==> src/rtl/fpu_pkg.sv <==
// Shared fp32 types, constants and the arbiter state encoding.
package fpu_pkg;

  localparam int unsigned FP_W        = 32;
  localparam logic [31:0] FP_QNAN     = 32'hFFFFFFFF;
  localparam logic [7:0]  FP_EXP_INF  = 8'hFF;
  localparam logic [7:0]  FP_EXP_BIAS = 8'd127;

  typedef struct packed {
    logic        sign;
    logic [7:0]  exp;
    logic [22:0] mant;
  } fp32_t;

  typedef enum logic [1:0] {
    ST_IDLE = 2'd0,
    ST_WAIT = 2'd1,
    ST_RESP = 2'd2
  } arb_state_e;

  typedef struct packed {
    logic        hit;
    logic [31:0] value;
  } fp_special_t;

  // Operand pairs that resolve without the divider; subnormals count as zero.
  function automatic fp_special_t fp_div_special(input fp32_t a, input fp32_t b);
    fp_special_t r;
    logic s, a_zero, b_zero, a_inf, b_inf, a_nan, b_nan;
    s      = a.sign ^ b.sign;
    a_zero = (a.exp == 8'd0);
    b_zero = (b.exp == 8'd0);
    a_inf  = (a.exp == FP_EXP_INF) && (a.mant == 23'd0);
    b_inf  = (b.exp == FP_EXP_INF) && (b.mant == 23'd0);
    a_nan  = (a.exp == FP_EXP_INF) && (a.mant != 23'd0);
    b_nan  = (b.exp == FP_EXP_INF) && (b.mant != 23'd0);
    r.hit  = 1'b1;
    if (a_nan || b_nan || (a_zero && b_zero) || (a_inf && b_inf)) begin
      r.value = FP_QNAN;
    end else if (a_zero) begin
      r.value = 32'd0;
    end else if (a_inf || b_zero) begin
      r.value = {s, FP_EXP_INF, 23'd0};
    end else if (b_inf) begin
      r.value = {s, 31'd0};
    end else begin
      r.hit   = 1'b0;
      r.value = 32'd0;
    end
    return r;
  endfunction

endpackage

==> src/rtl/fp_div_core.sv <==
// Fixed-latency iterative fp32 divider for finite, nonzero, normal operands.
// done pulses exactly DIV_CYCLES cycles after start (DIV_CYCLES >= 3).
module fp_div_core #(
  parameter int unsigned DIV_CYCLES = 24
) (
  input  logic        clk,
  input  logic        rst,
  input  logic        start,
  input  logic [31:0] a,
  input  logic [31:0] b,
  output logic        done,
  output logic [31:0] result
);
  import fpu_pkg::*;

  localparam int unsigned FRAC_BITS = 25;
  localparam int unsigned ITER_CYC  = (DIV_CYCLES > 2) ? DIV_CYCLES - 2 : 1;
  localparam int unsigned STEPS     = (FRAC_BITS + ITER_CYC - 1) / ITER_CYC;
  localparam int unsigned CNT_W     = $clog2(DIV_CYCLES + 1);

  fp32_t              fa, fb;
  logic [23:0]        ma, mb;
  logic               ma_ge;
  logic               active_q, done_q, sign_q;
  logic [CNT_W-1:0]   cnt_q;
  logic [4:0]         bits_q, bits_n;
  logic [24:0]        rem_q, rem_n;
  logic [25:0]        quo_q, quo_n, sh;
  logic [23:0]        mb_q;
  logic [9:0]         exp_q, exp_n, exp_r;
  logic               norm, guard, sticky;
  logic [23:0]        mant;
  logic [24:0]        rnd;
  logic [22:0]        mant_r;
  logic [31:0]        res_c, result_q;

  assign fa    = fp32_t'(a);
  assign fb    = fp32_t'(b);
  assign ma    = {1'b1, fa.mant};
  assign mb    = {1'b1, fb.mant};
  assign ma_ge = (ma >= mb);

  // STEPS restoring-division quotient bits per cycle until all fraction bits are done
  always_comb begin
    rem_n  = rem_q;
    quo_n  = quo_q;
    bits_n = bits_q;
    sh     = '0;
    for (int unsigned i = 0; i < STEPS; i++) begin
      if (bits_n != 5'd0) begin
        sh = {rem_n, 1'b0};
        if (sh >= {2'b00, mb_q}) begin
          rem_n = 25'(sh - {2'b00, mb_q});
          quo_n = {quo_n[24:0], 1'b1};
        end else begin
          rem_n = 25'(sh);
          quo_n = {quo_n[24:0], 1'b0};
        end
        bits_n = bits_n - 5'd1;
      end
    end
  end

  // Normalise, round to nearest even, saturate to inf or flush to zero
  always_comb begin
    norm   = quo_q[25];
    mant   = norm ? quo_q[25:2] : quo_q[24:1];
    guard  = norm ? quo_q[1] : quo_q[0];
    sticky = (norm & quo_q[0]) | (rem_q != 25'd0);
    exp_n  = norm ? exp_q : exp_q - 10'd1;
    rnd    = {1'b0, mant} + {24'd0, guard & (sticky | mant[0])};
    exp_r  = rnd[24] ? exp_n + 10'd1 : exp_n;
    mant_r = rnd[24] ? rnd[23:1] : rnd[22:0];
    if ($signed(exp_r) >= 10'sd255) begin
      res_c = {sign_q, FP_EXP_INF, 23'd0};
    end else if ($signed(exp_r) <= 10'sd0) begin
      res_c = {sign_q, 31'd0};
    end else begin
      res_c = {sign_q, exp_r[7:0], mant_r};
    end
  end

  // Operand load, iteration countdown and done/result registers
  always_ff @(posedge clk or posedge rst) begin
    if (rst) begin
      active_q <= 1'b0;
      done_q   <= 1'b0;
      sign_q   <= 1'b0;
      cnt_q    <= '0;
      bits_q   <= '0;
      rem_q    <= '0;
      quo_q    <= '0;
      mb_q     <= '0;
      exp_q    <= '0;
      result_q <= '0;
    end else begin
      done_q <= 1'b0;
      if (start) begin
        active_q <= 1'b1;
        cnt_q    <= CNT_W'(DIV_CYCLES - 1);
        bits_q   <= 5'(FRAC_BITS);
        rem_q    <= ma_ge ? 25'(ma - mb) : 25'(ma);
        quo_q    <= 26'(ma_ge);
        mb_q     <= mb;
        exp_q    <= 10'(fa.exp) - 10'(fb.exp) + 10'(FP_EXP_BIAS);
        sign_q   <= fa.sign ^ fb.sign;
      end else if (active_q) begin
        cnt_q  <= cnt_q - CNT_W'(1);
        rem_q  <= rem_n;
        quo_q  <= quo_n;
        bits_q <= bits_n;
        if (cnt_q == CNT_W'(1)) begin
          done_q   <= 1'b1;
          result_q <= res_c;
          active_q <= 1'b0;
        end
      end
    end
  end

  assign done   = done_q;
  assign result = result_q;

endmodule

==> src/rtl/fp_div_arbiter.sv <==
// Two-requester round-robin front end sharing one fp32 divider, one op in flight.
module fp_div_arbiter #(
  parameter int unsigned DIV_CYCLES = 24
) (
  input  logic        clk,
  input  logic        rst,
  input  logic [1:0]  req_valid,
  output logic [1:0]  req_ready,
  input  logic [63:0] req_a,
  input  logic [63:0] req_b,
  output logic [1:0]  rsp_valid,
  input  logic [1:0]  rsp_ready,
  output logic [63:0] rsp_data,
  output logic        busy
);
  import fpu_pkg::*;

  arb_state_e  state_q;
  logic        gnt_q, last_q, start_q, rsp_vld_q;
  logic [31:0] a_q, b_q, res_q;
  logic        grant_d;
  logic [31:0] a_d, b_d;
  fp_special_t spec_d;
  logic        core_done;
  logic [31:0] core_result;

  // Round-robin pick (ties go to the requester not served last) and operand mux
  always_comb begin
    grant_d = req_valid[1];
    if (req_valid == 2'b11) grant_d = ~last_q;
    a_d    = grant_d ? req_a[63:32] : req_a[31:0];
    b_d    = grant_d ? req_b[63:32] : req_b[31:0];
    spec_d = fp_div_special(fp32_t'(a_d), fp32_t'(b_d));
  end

  assign req_ready = (!rst && (state_q == ST_IDLE) && (|req_valid)) ?
                     (grant_d ? 2'b10 : 2'b01) : 2'b00;
  assign rsp_valid = {gnt_q & rsp_vld_q, ~gnt_q & rsp_vld_q};
  assign rsp_data  = gnt_q ? {res_q, 32'd0} : {32'd0, res_q};
  assign busy      = (state_q != ST_IDLE);

  // Accept / wait-for-core / hold-response state machine
  always_ff @(posedge clk or posedge rst) begin
    if (rst) begin
      state_q   <= ST_IDLE;
      gnt_q     <= 1'b0;
      last_q    <= 1'b1;
      start_q   <= 1'b0;
      rsp_vld_q <= 1'b0;
      a_q       <= '0;
      b_q       <= '0;
      res_q     <= '0;
    end else begin
      start_q <= 1'b0;
      case (state_q)
        ST_IDLE: begin
          if (|req_valid) begin
            gnt_q  <= grant_d;
            last_q <= grant_d;
            a_q    <= a_d;
            b_q    <= b_d;
            if (spec_d.hit) begin
              res_q     <= spec_d.value;
              rsp_vld_q <= 1'b1;
              state_q   <= ST_RESP;
            end else begin
              start_q <= 1'b1;
              state_q <= ST_WAIT;
            end
          end
        end
        ST_WAIT: begin
          if (core_done) begin
            res_q     <= core_result;
            rsp_vld_q <= 1'b1;
            state_q   <= ST_RESP;
          end
        end
        ST_RESP: begin
          if (rsp_ready[gnt_q]) begin
            rsp_vld_q <= 1'b0;
            res_q     <= '0;
            state_q   <= ST_IDLE;
          end
        end
        default: state_q <= ST_IDLE;
      endcase
    end
  end

  fp_div_core #(
    .DIV_CYCLES(DIV_CYCLES)
  ) u_core (
    .clk    (clk),
    .rst    (rst),
    .start  (start_q),
    .a      (a_q),
    .b      (b_q),
    .done   (core_done),
    .result (core_result)
  );

endmodule
==> config.mk <==
export PLATFORM = sky130hd
export DESIGN_NAME = fp_div_arbiter
export DESIGN_NICKNAME = d
export VERILOG_FILES = /design/src/rtl/fpu_pkg.sv /design/src/rtl/fp_div_core.sv /design/src/rtl/fp_div_arbiter.sv
export SDC_FILE = /design/constraint.sdc
export NUM_CORES = 1
export LEC_CHECK = 0
export ABC_AREA = 1
export CAP_MARGIN = 10
export CORE_MARGIN = 2
export CORE_UTILIZATION = 55
export CTS_BUF_LIST = sky130_fd_sc_hd__clkbuf_8
export DETAILED_ROUTE_END_ITERATION = 7
export PLACE_DENSITY = 0.75
export SYNTH_ARGS = -nofsm -noshare
export SYNTH_HDL_FRONTEND = slang
export SYNTH_SLANG_ARGS = --single-unit
==> constraint.sdc <==
create_clock -name clk -period 12.7 [get_ports clk]
set_input_delay 2.54 -clock clk [delete_from_list [all_inputs] [get_ports clk]]
set_output_delay 2.54 -clock clk [all_outputs]
set_load 0.005 [all_outputs]
Word-level counts from Yosys, hierarchy flattened
Cells that the tools add are included.
{"block": "word_totals", "ff_bits": 232, "input_bits": 134, "output_inout_bits": 69, "elab_cells": 156}
{"block": "op_classes", "add_sub_neg": 11, "n_lt_le_gt_ge": 6, "eq_ne": 10, "n_mux": 66, "n_bitwise": 11, "reduce_logical": 33}
{"operator": "32-bit 2-to-1 mux", "count": 10}
{"operator": "25-bit 2-to-1 mux", "count": 7}
{"operator": "26-bit 2-to-1 mux", "count": 4}
{"operator": "32-bit case mux with 3 select lines", "count": 1}
{"operator": "64-bit 2-to-1 mux", "count": 1}
{"operator": "31-bit 2-to-1 mux", "count": 2}
{"operator": "26-bit by 24-bit >= comparator with 1-bit output", "count": 2}
{"operator": "25-bit by 24-bit subtractor with 25-bit output", "count": 2}
{"operator": "23-bit logical NOT", "count": 2}
{"operator": "23-bit nonzero test", "count": 2}
{"operator": "5-bit 2-to-1 mux", "count": 6}
{"operator": "24-bit by 1-bit adder with 25-bit output", "count": 1}
{"operator": "25-bit nonzero test", "count": 1}
{"operator": "24-bit by 24-bit subtractor with 25-bit output", "count": 1}
{"operator": "24-bit >= comparator", "count": 1}
{"operator": "24-bit 2-to-1 mux", "count": 1}
{"operator": "1-bit 2-to-1 mux", "count": 23}
{"operator": "23-bit 2-to-1 mux", "count": 1}
{"operator": "10-bit 2-to-1 mux", "count": 2}
{"operator": "8-bit equality test, second input constant", "count": 2}
{"operator": "8-bit logical NOT", "count": 2}
{"operator": "5-bit by 1-bit subtractor with 5-bit output, second input constant", "count": 3}
{"operator": "2-bit 2-to-1 mux", "count": 6}
{"operator": "10-bit by 1-bit adder with 10-bit output, second input constant", "count": 1}
{"operator": "other kinds (28)", "count": 53}

Logic depth before layout (Yosys ltp)
Gate-level depths: netlist of the first run.
{"block": "logic_depth", "ltp_word": 12, "depth_mapped": 32, "ltp_nobuf": 31}

Modules after synthesis
From an unflattened synthesis of the first run, not the netlist that was laid out.
{"block": "hier_totals", "cells_unflattened": 3272, "hier_area_um2": 20194.4}
{"module": "fp_div_core", "n_inst": 1, "cells_each": 2321, "area_each_um2": 13979.7, "seq_area_each_um2": 3253.1}
{"module": "fp_div_arbiter", "n_inst": 1, "cells_each": 951, "area_each_um2": 6214.7, "seq_area_each_um2": 2553.7}

Least setup slack after synthesis of the first run
No wires, ideal clock.
{"block": "synth_timing", "path_type": "input port to output port", "startpoint": "in req_valid[1]", "endpoint": "out req_ready[0]", "t_arrival_ns": 3.661, "required_time_ns": 10.160, "setup_slack_ns": 6.499, "path_stages": 6, "path_buffers": 2, "cell_sequence": "nor2_1 -> nor2_1 -> inv_1 -> clkbuf_1 -> clkbuf_1 -> nor3_1"}
{"block": "synth_via", "elab_chain_len": 4, "word_cells_on_any_way": 6, "classes_between": "eq/ne: 1; mux: 3; reduce/logical: 2"}
{"item": "start: declaration", "line_no": "fp_div_arbiter.sv:7", "source": "input logic [1:0] req_valid,"}
{"item": "2-bit equality test", "line_no": "fp_div_arbiter.sv:30", "source": "if (req_valid == 2'b11) grant_d = ~last_q;"}
{"item": "1-bit 2-to-1 mux", "line_no": "fp_div_arbiter.sv:30"}
{"item": "2-bit 2-to-1 mux", "line_no": "fp_div_arbiter.sv:37", "source": "(grant_d ? 2'b10 : 2'b01) : 2'b00;"}
{"item": "2-bit 2-to-1 mux (*)", "line_no": "fp_div_arbiter.sv:36", "source": "assign req_ready = (!rst && (state_q == ST_IDLE) && (|req_valid)) ?"}
{"item": "end: declaration", "line_no": "fp_div_arbiter.sv:8", "source": "output logic [1:0] req_ready,"}
Every way passes the cells marked *; elsewhere a longest branch is shown, timed or not.

Worst setup path in the final report of the first run
Same ends and word-level chain as after synthesis.

==> impl_metrics.yaml, run 1 <==
placed_design:
  gp_congestion: 0.9691
  place_ws_ps: 4887
  io_buffers: 202
  hpwl_mm: 48.12
layout:
  drive_above_1_share_pct: 5.695
  multi_input_area_um2: 11930
  area_delta_synth_final_pct: 15.92
  seq_area_um2: 5811
  fin_nets: 3532
  nFillCells: 3391
  antennaDiodeCount: 0
clocking:
  cts_max_level: 2
  post_cts_buffers: 0
  cts.clk_slew.worst_paths_ps: 60
  clk_latency_ps: 610
  cts_buffer_depth: 3
  clock-root-buffer: "clkbuf_8"
  cts_sinks: 232
  tritoncts: "built"
  numCtsBuffers: 44
  hold_buffers: 0
  cts_resized: 0
yosys:
  seq_area_frac_synth_pct: 29.16
  synth_flop_cell: "dfrtp_1"
  yosys.area.top_type_share_pct: 29.03
  synth_common_cells: "nand2_1 (1019), inv_1 (412), o21ai_0 (270)"
  syn_inst: 3161
  synth-edff-count: 0
  synth_nets: 3392
  syn-cell-area_um2: 19910
  synth_seq_cells: 232
  synthArstFlopShare_pct: 100.0
  synth.area.top_cells: "dfrtp_1 (29%), nand2_1 (19%), inv_1 (7.8%)"
  ys_warn_count: 0
  synth.most_common_cell: "nand2_1"
  ys_types: 55
  avgSynthCellArea_um2: 6.299
  yosysTopAreaCell: "dfrtp_1"
sta:
  finalSetupViolations: 0
  fin_ws_ps: 4899
  slew_violations: 0
  tightestPinTransition_ps: 1141
  final_min_period_over_clock_period_pct: 61.43
  layout_min_cycle_time_ps: 7801
  clock_skew_ps: 41.38
  finalHoldViolCount: 0
  holdWs_ps: 481.5
  fin_setup_tns_ps: 0
  fmaxAchievable_mhz: 128.2
  rsz0062_at_grt: "no"
  relSlewSlack_pct: 23.82
route:
  drt-vias-per-instance: 5.578
  drt_iter0_markers: 1728
  num_vias: 21180
  ant_nets: 0
  drc: 0
  drt-wirelength-per-cell_um: 16.66
  wirelength_mm: 63.24
  first_pass_iters: 6
worst_setup_path:
  crit_type: "input port to primary output"
  cp.arrival_ps: 5260
  cp_data_required_time_ps: 10160
  end_kind: "primary output"
  cp_max_fo: 104
  start_kind: "input port"
die:
  die_area_um2: 37740
  rows: 69
  start_util_pct: 55.98
  coreArea_um2: 35570
  die-width_um: 194.3
  fp.dieH_um: 194.3
  ioPinCount: 203
global_routing:
  grt_pass1_wl_mm: 103.0
  grt_pass1_vias: 20460
  grtUsageTotal_pct: 33.25
  grt_start_max_net_pins: 105
  antenna_found_initial: 0
  overflow: 0
flow_run:
  cap_viol_max_count: 0
status:
  status: "complete, no violations"
hold_path:
  hp-class: "register to register"
## flip-flops by register name (all words and copies together), names as in the netlist, 2 cells and up
signal	count
a_q	32
b_q	32
res_q	32
u_core.result	32
u_core.quo_q	26
u_core.rem_q	25
u_core.mb_q	24
u_core.exp_q	10
u_core.bits_q	5
u_core.cnt_q	5
state_q	2
## layout make-up
cell class | instances | area share, %
Timing Repair Buffer | 220 | 9.346
Clock inverter | 21 | 0.7535
Tap cell | 461 | 2.499
Inverter | 425 | 6.950
Sequential cell | 232 | 25.17
Clock buffer | 60 | 3.578
Multi-Input combinational cell | 2378 | 51.70
## stage by stage
stage / area [um^2] / utilization [%] / std cells
4_1_cts: 23080 / 64.89 / 3797
2_1_floorplan: 19910 / - / 3161
3_3_place_gp: 22080 / 62.08 / 3716
3_5_place_dp: 22080 / 62.08 / 3716
5_1_grt: 23080 / 64.89 / 3797
6_report: 23080 / 64.89 / 3797
## per-layer routing
metal	vias to the layer above	wire length, um	GRT usage [%]
met5	-	0	0
met3	111	4735	5.705
met2	774	29420	56.41
met4	0	1779	9.708
li1	10420	-	-
met1	9869	27310	43.51
## cell usage in the layout, fill, tap and decap left out, drive strengths merged, types with 2 or more instances in the layout
cell type / synthesis / final
nand2: 1031 / 1031
inv: 417 / 428
o21ai: 283 / 283
nor2: 259 / 259
nand3: 236 / 236
dfrtp: 231 / 231
clkdlybuf4s50: 0 / 202
a21oi: 159 / 159
ha: 93 / 93
nand4: 85 / 85
clkbuf: 89 / 60
xor2: 51 / 51
or2: 36 / 36
xnor2: 31 / 31
nor3: 26 / 26
buf: 37 / 18
clkinv: 8 / 14
o211ai: 12 / 12
a31oi: 10 / 10
o21bai: 10 / 10
mux2i: 8 / 8
a21o: 6 / 6
nor4: 6 / 6
a22oi: 5 / 5
a21boi: 5 / 5
nand3b: 4 / 4
fa: 4 / 4
o31ai: 3 / 3
a211oi: 3 / 3
bufinv: 0 / 3
and2: 2 / 2
nor3b: 2 / 2
o22ai: 2 / 2
## worst max-delay path: stages
cell and delay, ps:
clkdlybuf4s50_1 490, nor2_1 90, nor2_2 860, inv_2 30, buf_4 410, nor3_1 260
clkdlybuf4s50_1 540
## final timing paths
check,startpoint,to,slack [ps],cells past startpoint
setup / recovery,req_valid[1],req_ready[0],4900,7
hold / removal,u_core.sign_q,u_core.result[31],480,2
setup reg to reg,u_core.mb_q[8],u_core.rem_q[9],6280,27
hold reg to reg,u_core.sign_q,u_core.result[31],480,2
max in group asynchronous,rst,u_core.rem_q[4],8710,3
min in group asynchronous,rst,u_core.exp_q[0],2530,2
## kinds of logic after synthesis
kind of cell,count (synthesis),share of synthesized area (%)
muxes,8,0.4022
and+or+nand+nor,1688,36.03
xor gates and xnor gates,82,3.645
buffers and inverters,551,11.05
AOI/OAI and AO/OA,503,13.47
DFF,232,29.16
adders and majority gates,97,6.246
Power of run 1 is left out: the tool's default activity adds up to more than one toggle a clock period on the data nets, which glitch-free logic cannot reach.
==> run 2: changes to the inputs <==
- CORE_UTILIZATION: 55 -> 54
- PLACE_DENSITY: 0.75 -> 0.76
- clock period: 12.7 -> 6.8 ns (I/O delays scaled with it)
==> impl_metrics.yaml, run 2 (synthesized netlist as in run 1, its figures left out) <==
worst_setup_path:
  cp_data_required_time_ps: 7360
  crit_family: "simple AND/OR/NAND/NOR gates"
  crit_type: "register to register"
  cp_max_fo: 24
  crit_buf_inv: 5
  end_kind: "register"
  cp.arrival_ps: 5990
  cp_slowest_cell: "ha_1"
  crit_top_cell: "nand2_1"
  critPathMaxStageDelay_ps: 440
  start_kind: "register"
  r2r_setup_slack_ps: 1360
clocking:
  numCtsBuffers: 44
  hold_buffers: 0
  clk_latency_ps: 630
  cts_max_level: 2
  cts_sinks: 232
  cts.clk_slew.worst_paths_ps: 60
  post_cts_buffers: 0
  tritoncts: "built"
  cts_resized: 0
  clock-root-buffer: "clkbuf_8"
  cts_buffer_depth: 3
layout:
  seq_area_um2: 5811
  fin_nets: 3537
  antennaDiodeCount: 0
  multi_input_area_um2: 11930
  mostFrequentLayoutCell: "nand2_1"
  area_delta_synth_final_pct: 15.60
  fin_cells: 3806
  drive_above_1_share_pct: 5.722
  final_cell_mix: "nand2_1 (1017), inv_1 (419), o21ai_0 (270)"
  nFillCells: 3500
placed_design:
  hpwl_mm: 48.42
  place_ws_ps: 1393
  gp_congestion: 0.9716
  io_buffers: 202
  dp_cells: 3728
route:
  drt-vias-per-instance: 5.524
  ant_nets: 0
  wirelength_mm: 62.54
  first_pass_iters: 6
  drt-wirelength-per-cell_um: 16.43
  drc: 0
  num_vias: 21020
  drt_iter0_markers: 1834
sta:
  relSlewSlack_pct: 34.04
  finalSetupViolations: 0
  layout_min_cycle_time_ps: 5437
  fin_setup_tns_ps: 0
  final_min_period_over_clock_period_pct: 79.96
  slew_violations: 0
  fmaxAchievable_mhz: 183.9
  rsz0062_at_grt: "no"
  clock_skew_ps: 37.14
  finalHoldViolCount: 0
  fin_ws_ps: 1363
  tightestPinTransition_ps: 987.1
global_routing:
  antenna_found_initial: 0
  grt_start_max_net_pins: 169
  grtUsageTotal_pct: 32.67
  grt_pass1_wl_mm: 101.4
  overflow: 0
  grt_pass1_vias: 20040
die:
  fp.dieH_um: 196.0
  start_util_pct: 54.65
  die-width_um: 196.0
  coreArea_um2: 36430
  die_area_um2: 38430
  rows: 70
  ioPinCount: 203
hold_path:
  hp-class: "register to register"
flow_run:
  cap_viol_max_count: 0
status:
  status: "complete, no violations"
[run 2: final timing paths]
path,startpoint,to,cells after the start
min in group asynchronous,rst,u_core.sign_q,3
hold reg to reg,last_q,last_q,2
setup / recovery,u_core.mb_q[18],u_core.rem_q[6],27
max in group asynchronous,rst,u_core.quo_q[25],3
setup reg to reg,u_core.mb_q[18],u_core.rem_q[6],27
hold / removal,last_q,last_q,2
[run 2: layout make-up]
cell class	count	area share (%)
Clock inverter	24	0.6088
Inverter	425	6.953
Timing Repair Buffer	225	9.589
Sequential cell	232	25.24
Clock buffer	54	3.229
Multi-Input combinational cell	2378	51.83
Tap cell	468	2.544
[run 2: through the flow]
stage	hold WS (ps)	instance area (um^2)	utilization (%)
after floorplan	441.9	19920	-
after global placement	452.0	22130	60.75
after detailed placement	456.1	22130	60.75
after CTS	465.7	23020	63.17
after global routing	493.6	23020	63.17
final	466.8	23020	63.17
[run 2: routing by layer]
layer | up-vias | GRT usage, % | wire length (um)
met5 | - | 0 | 0
met4 | 0 | 10.10 | 1904
met3 | 116 | 5.260 | 4263
met2 | 716 | 53.68 | 28390
met1 | 9770 | 44.31 | 27980
li1 | 10420 | - | -
[run 2: worst register-to-register path: stages (launching register included)]
cell,delay [ps]
dfrtp_1,320
inv_1,110
ha_1,440
nand2_1,120
nor2_1,300
nand3_1,180
nor3_1,160
nand2_1,120
nand3_2,160
nand2_1,270
inv_2,370
nand3_1,200
nand2_1,210
inv_1,100
ha_1,340
a21oi_1,180
o21ai_0,140
a21oi_1,140
nand3_1,200
a21oi_1,330
nand3_1,120
buf_4,240
nor2_1,130
buf_4,210
nand2_1,70
nand3_1,70
nand2_1,70
nand2_1,70
Power of run 2 is left out for the same reason.
==> run 3: changes to the inputs <==
- CORE_UTILIZATION: 54 -> 55
- PLACE_DENSITY: 0.76 -> 0.75
- clock period: 6.8 -> 5.7 ns (I/O delays scaled with it)
==> impl_metrics.yaml, run 3 (synthesized netlist as in run 1, its figures left out) <==
status:
  status: "complete, no violations"
sta:
  relSlewSlack_pct: 33.06
  slew_violations: 0
  fmaxAchievable_mhz: 187.6
  clock_skew_ps: 40.81
  rsz0062_at_grt: "no"
  fin_setup_tns_ps: 0
  finalSetupViolations: 0
  final_min_period_over_clock_period_pct: 93.49
  tightestPinTransition_ps: 1003
  layout_min_cycle_time_ps: 5329
  finalHoldViolCount: 0
hold_path:
  hp-class: "register to register"
  worstHoldStart: "last_q"
  holdPathStages: 2
route:
  first_pass_iters: 6
  drt-vias-per-instance: 5.584
  drt-wirelength-per-cell_um: 16.70
  ant_nets: 0
  num_vias: 21260
  drc: 0
  drt_iter0_markers: 1784
  wirelength_mm: 63.60
die:
  die-width_um: 194.3
  fp.dieH_um: 194.3
  ioPinCount: 203
  start_util_pct: 55.98
  coreArea_um2: 35570
  die_area_um2: 37740
  rows: 69
clocking:
  cts.clk_slew.worst_paths_ps: 60
  cts_max_level: 2
  hold_buffers: 0
  clk_latency_ps: 650
  cts_buffer_depth: 3
  clock-root-buffer: "clkbuf_8"
  post_cts_buffers: 0
  numCtsBuffers: 45
  tritoncts: "built"
  cts_resized: 0
  cts_sinks: 232
layout:
  final_cell_mix: "nand2_1 (1017), inv_1 (425), o21ai_0 (270)"
  finalCoreUtilization_pct: 65.00
  fin_nets: 3544
  nFillCells: 3353
  finalInstanceArea_um2: 23120
  antennaDiodeCount: 0
  drive_above_1_share_pct: 5.856
  mostFrequentLayoutCell: "nand2_1"
  area_delta_synth_final_pct: 16.11
  fin_cells: 3808
worst_setup_path:
  cp.arrival_ps: 5850
  r2r_setup_slack_ps: 370
  cp_max_fo: 15
  cp_slowest_cell: "fa_1"
  cp_num_cells: 26
  crit_top_cell: "nand3_1"
  crit_buf_inv: 5
  crit_family: "simple AND/OR/NAND/NOR gates"
  rr_startpoint: "u_core.mb_q[9]"
  crit_type: "register to register"
  crit_path_start: "u_core.mb_q[9]"
  end_kind: "register"
  critPathMaxStageDelay_ps: 420
  start_kind: "register"
  cp_data_required_time_ps: 6220
  reg2reg_depth: 26
global_routing:
  grt_pass1_vias: 20300
  grt_start_max_net_pins: 104
  overflow: 0
  grtUsageTotal_pct: 33.63
  antenna_found_initial: 0
  grt_pass1_wl_mm: 103.5
placed_design:
  place_area_um2: 22170
  io_buffers: 202
  dp_cells: 3727
  gp_congestion: 0.9727
  hpwl_mm: 49.11
flow_run:
  cap_viol_max_count: 0
[run 3: cell count changes in the layout (fill, tap and decap cells not counted)]
cell        delta
clkinv_2       -6
nor2_1         -2
nor2_2         +2
inv_1          +6
bufinv_16      +2
inv_6          +1
buf_4          +6
clkinvlp_4     +1
clkinv_4       -1
[run 3: worst reg2reg max path: stages (launching register included)]
cell and delay, ps:
dfrtp_1 370, inv_1 130, ha_1 300, nand2_1 130, inv_1 50, a21oi_1 280
nand3_1 260, nand2_1 170, nand3_2 170, nand2_1 340, inv_2 240, a21oi_1 280
inv_1 120, fa_1 420, nand3_1 90, nand2_1 120, nand2_1 90, nand2_1 130
nand3_1 130, nand3_1 140, a21oi_1 230, nand3_1 120, nor2_2 360, buf_4 250
nand3_1 80, nand3_1 110, a21oi_1 80
[run 3: layer usage]
layer	global-route usage [%]	wire, um	up-vias
li1	-	-	10450
met1	45.21	27500	9745
met2	55.19	28750	914
met3	4.731	4928	150
met4	12.37	2421	0
met5	0	0	-
[run 3: worst paths after layout]
| kind | endpoint |
|---|---|
| setup reg to reg | u_core.rem_q[18] |
| max in group asynchronous | b_q[3] |
| setup / recovery | u_core.rem_q[18] |
| hold reg to reg | last_q |
| min in group asynchronous | a_q[25] |
| hold / removal | last_q |
[run 3: metrics by stage]
step,setup WS (ps),hold WS (ps)
floorplan,1525,441.9
global placement,644.7,452.4
detailed placement,460.9,463.6
CTS,416.1,472.2
global route,68.13,497.1
finish,370.9,468.8
[run 3: cell type report]
class / count / area (um^2) / share of cell area, %
multi-input combinational: 2378 / 11940 / 51.63
sequential: 232 / 5811 / 25.13
timing repair buffer: 231 / 2252 / 9.742
inverter: 425 / 1600 / 6.922
clock buffer: 54 / 743.2 / 3.215
tap: 461 / 576.8 / 2.495
clock inverter: 27 / 200.2 / 0.8659
Power of run 3 is left out for the same reason.
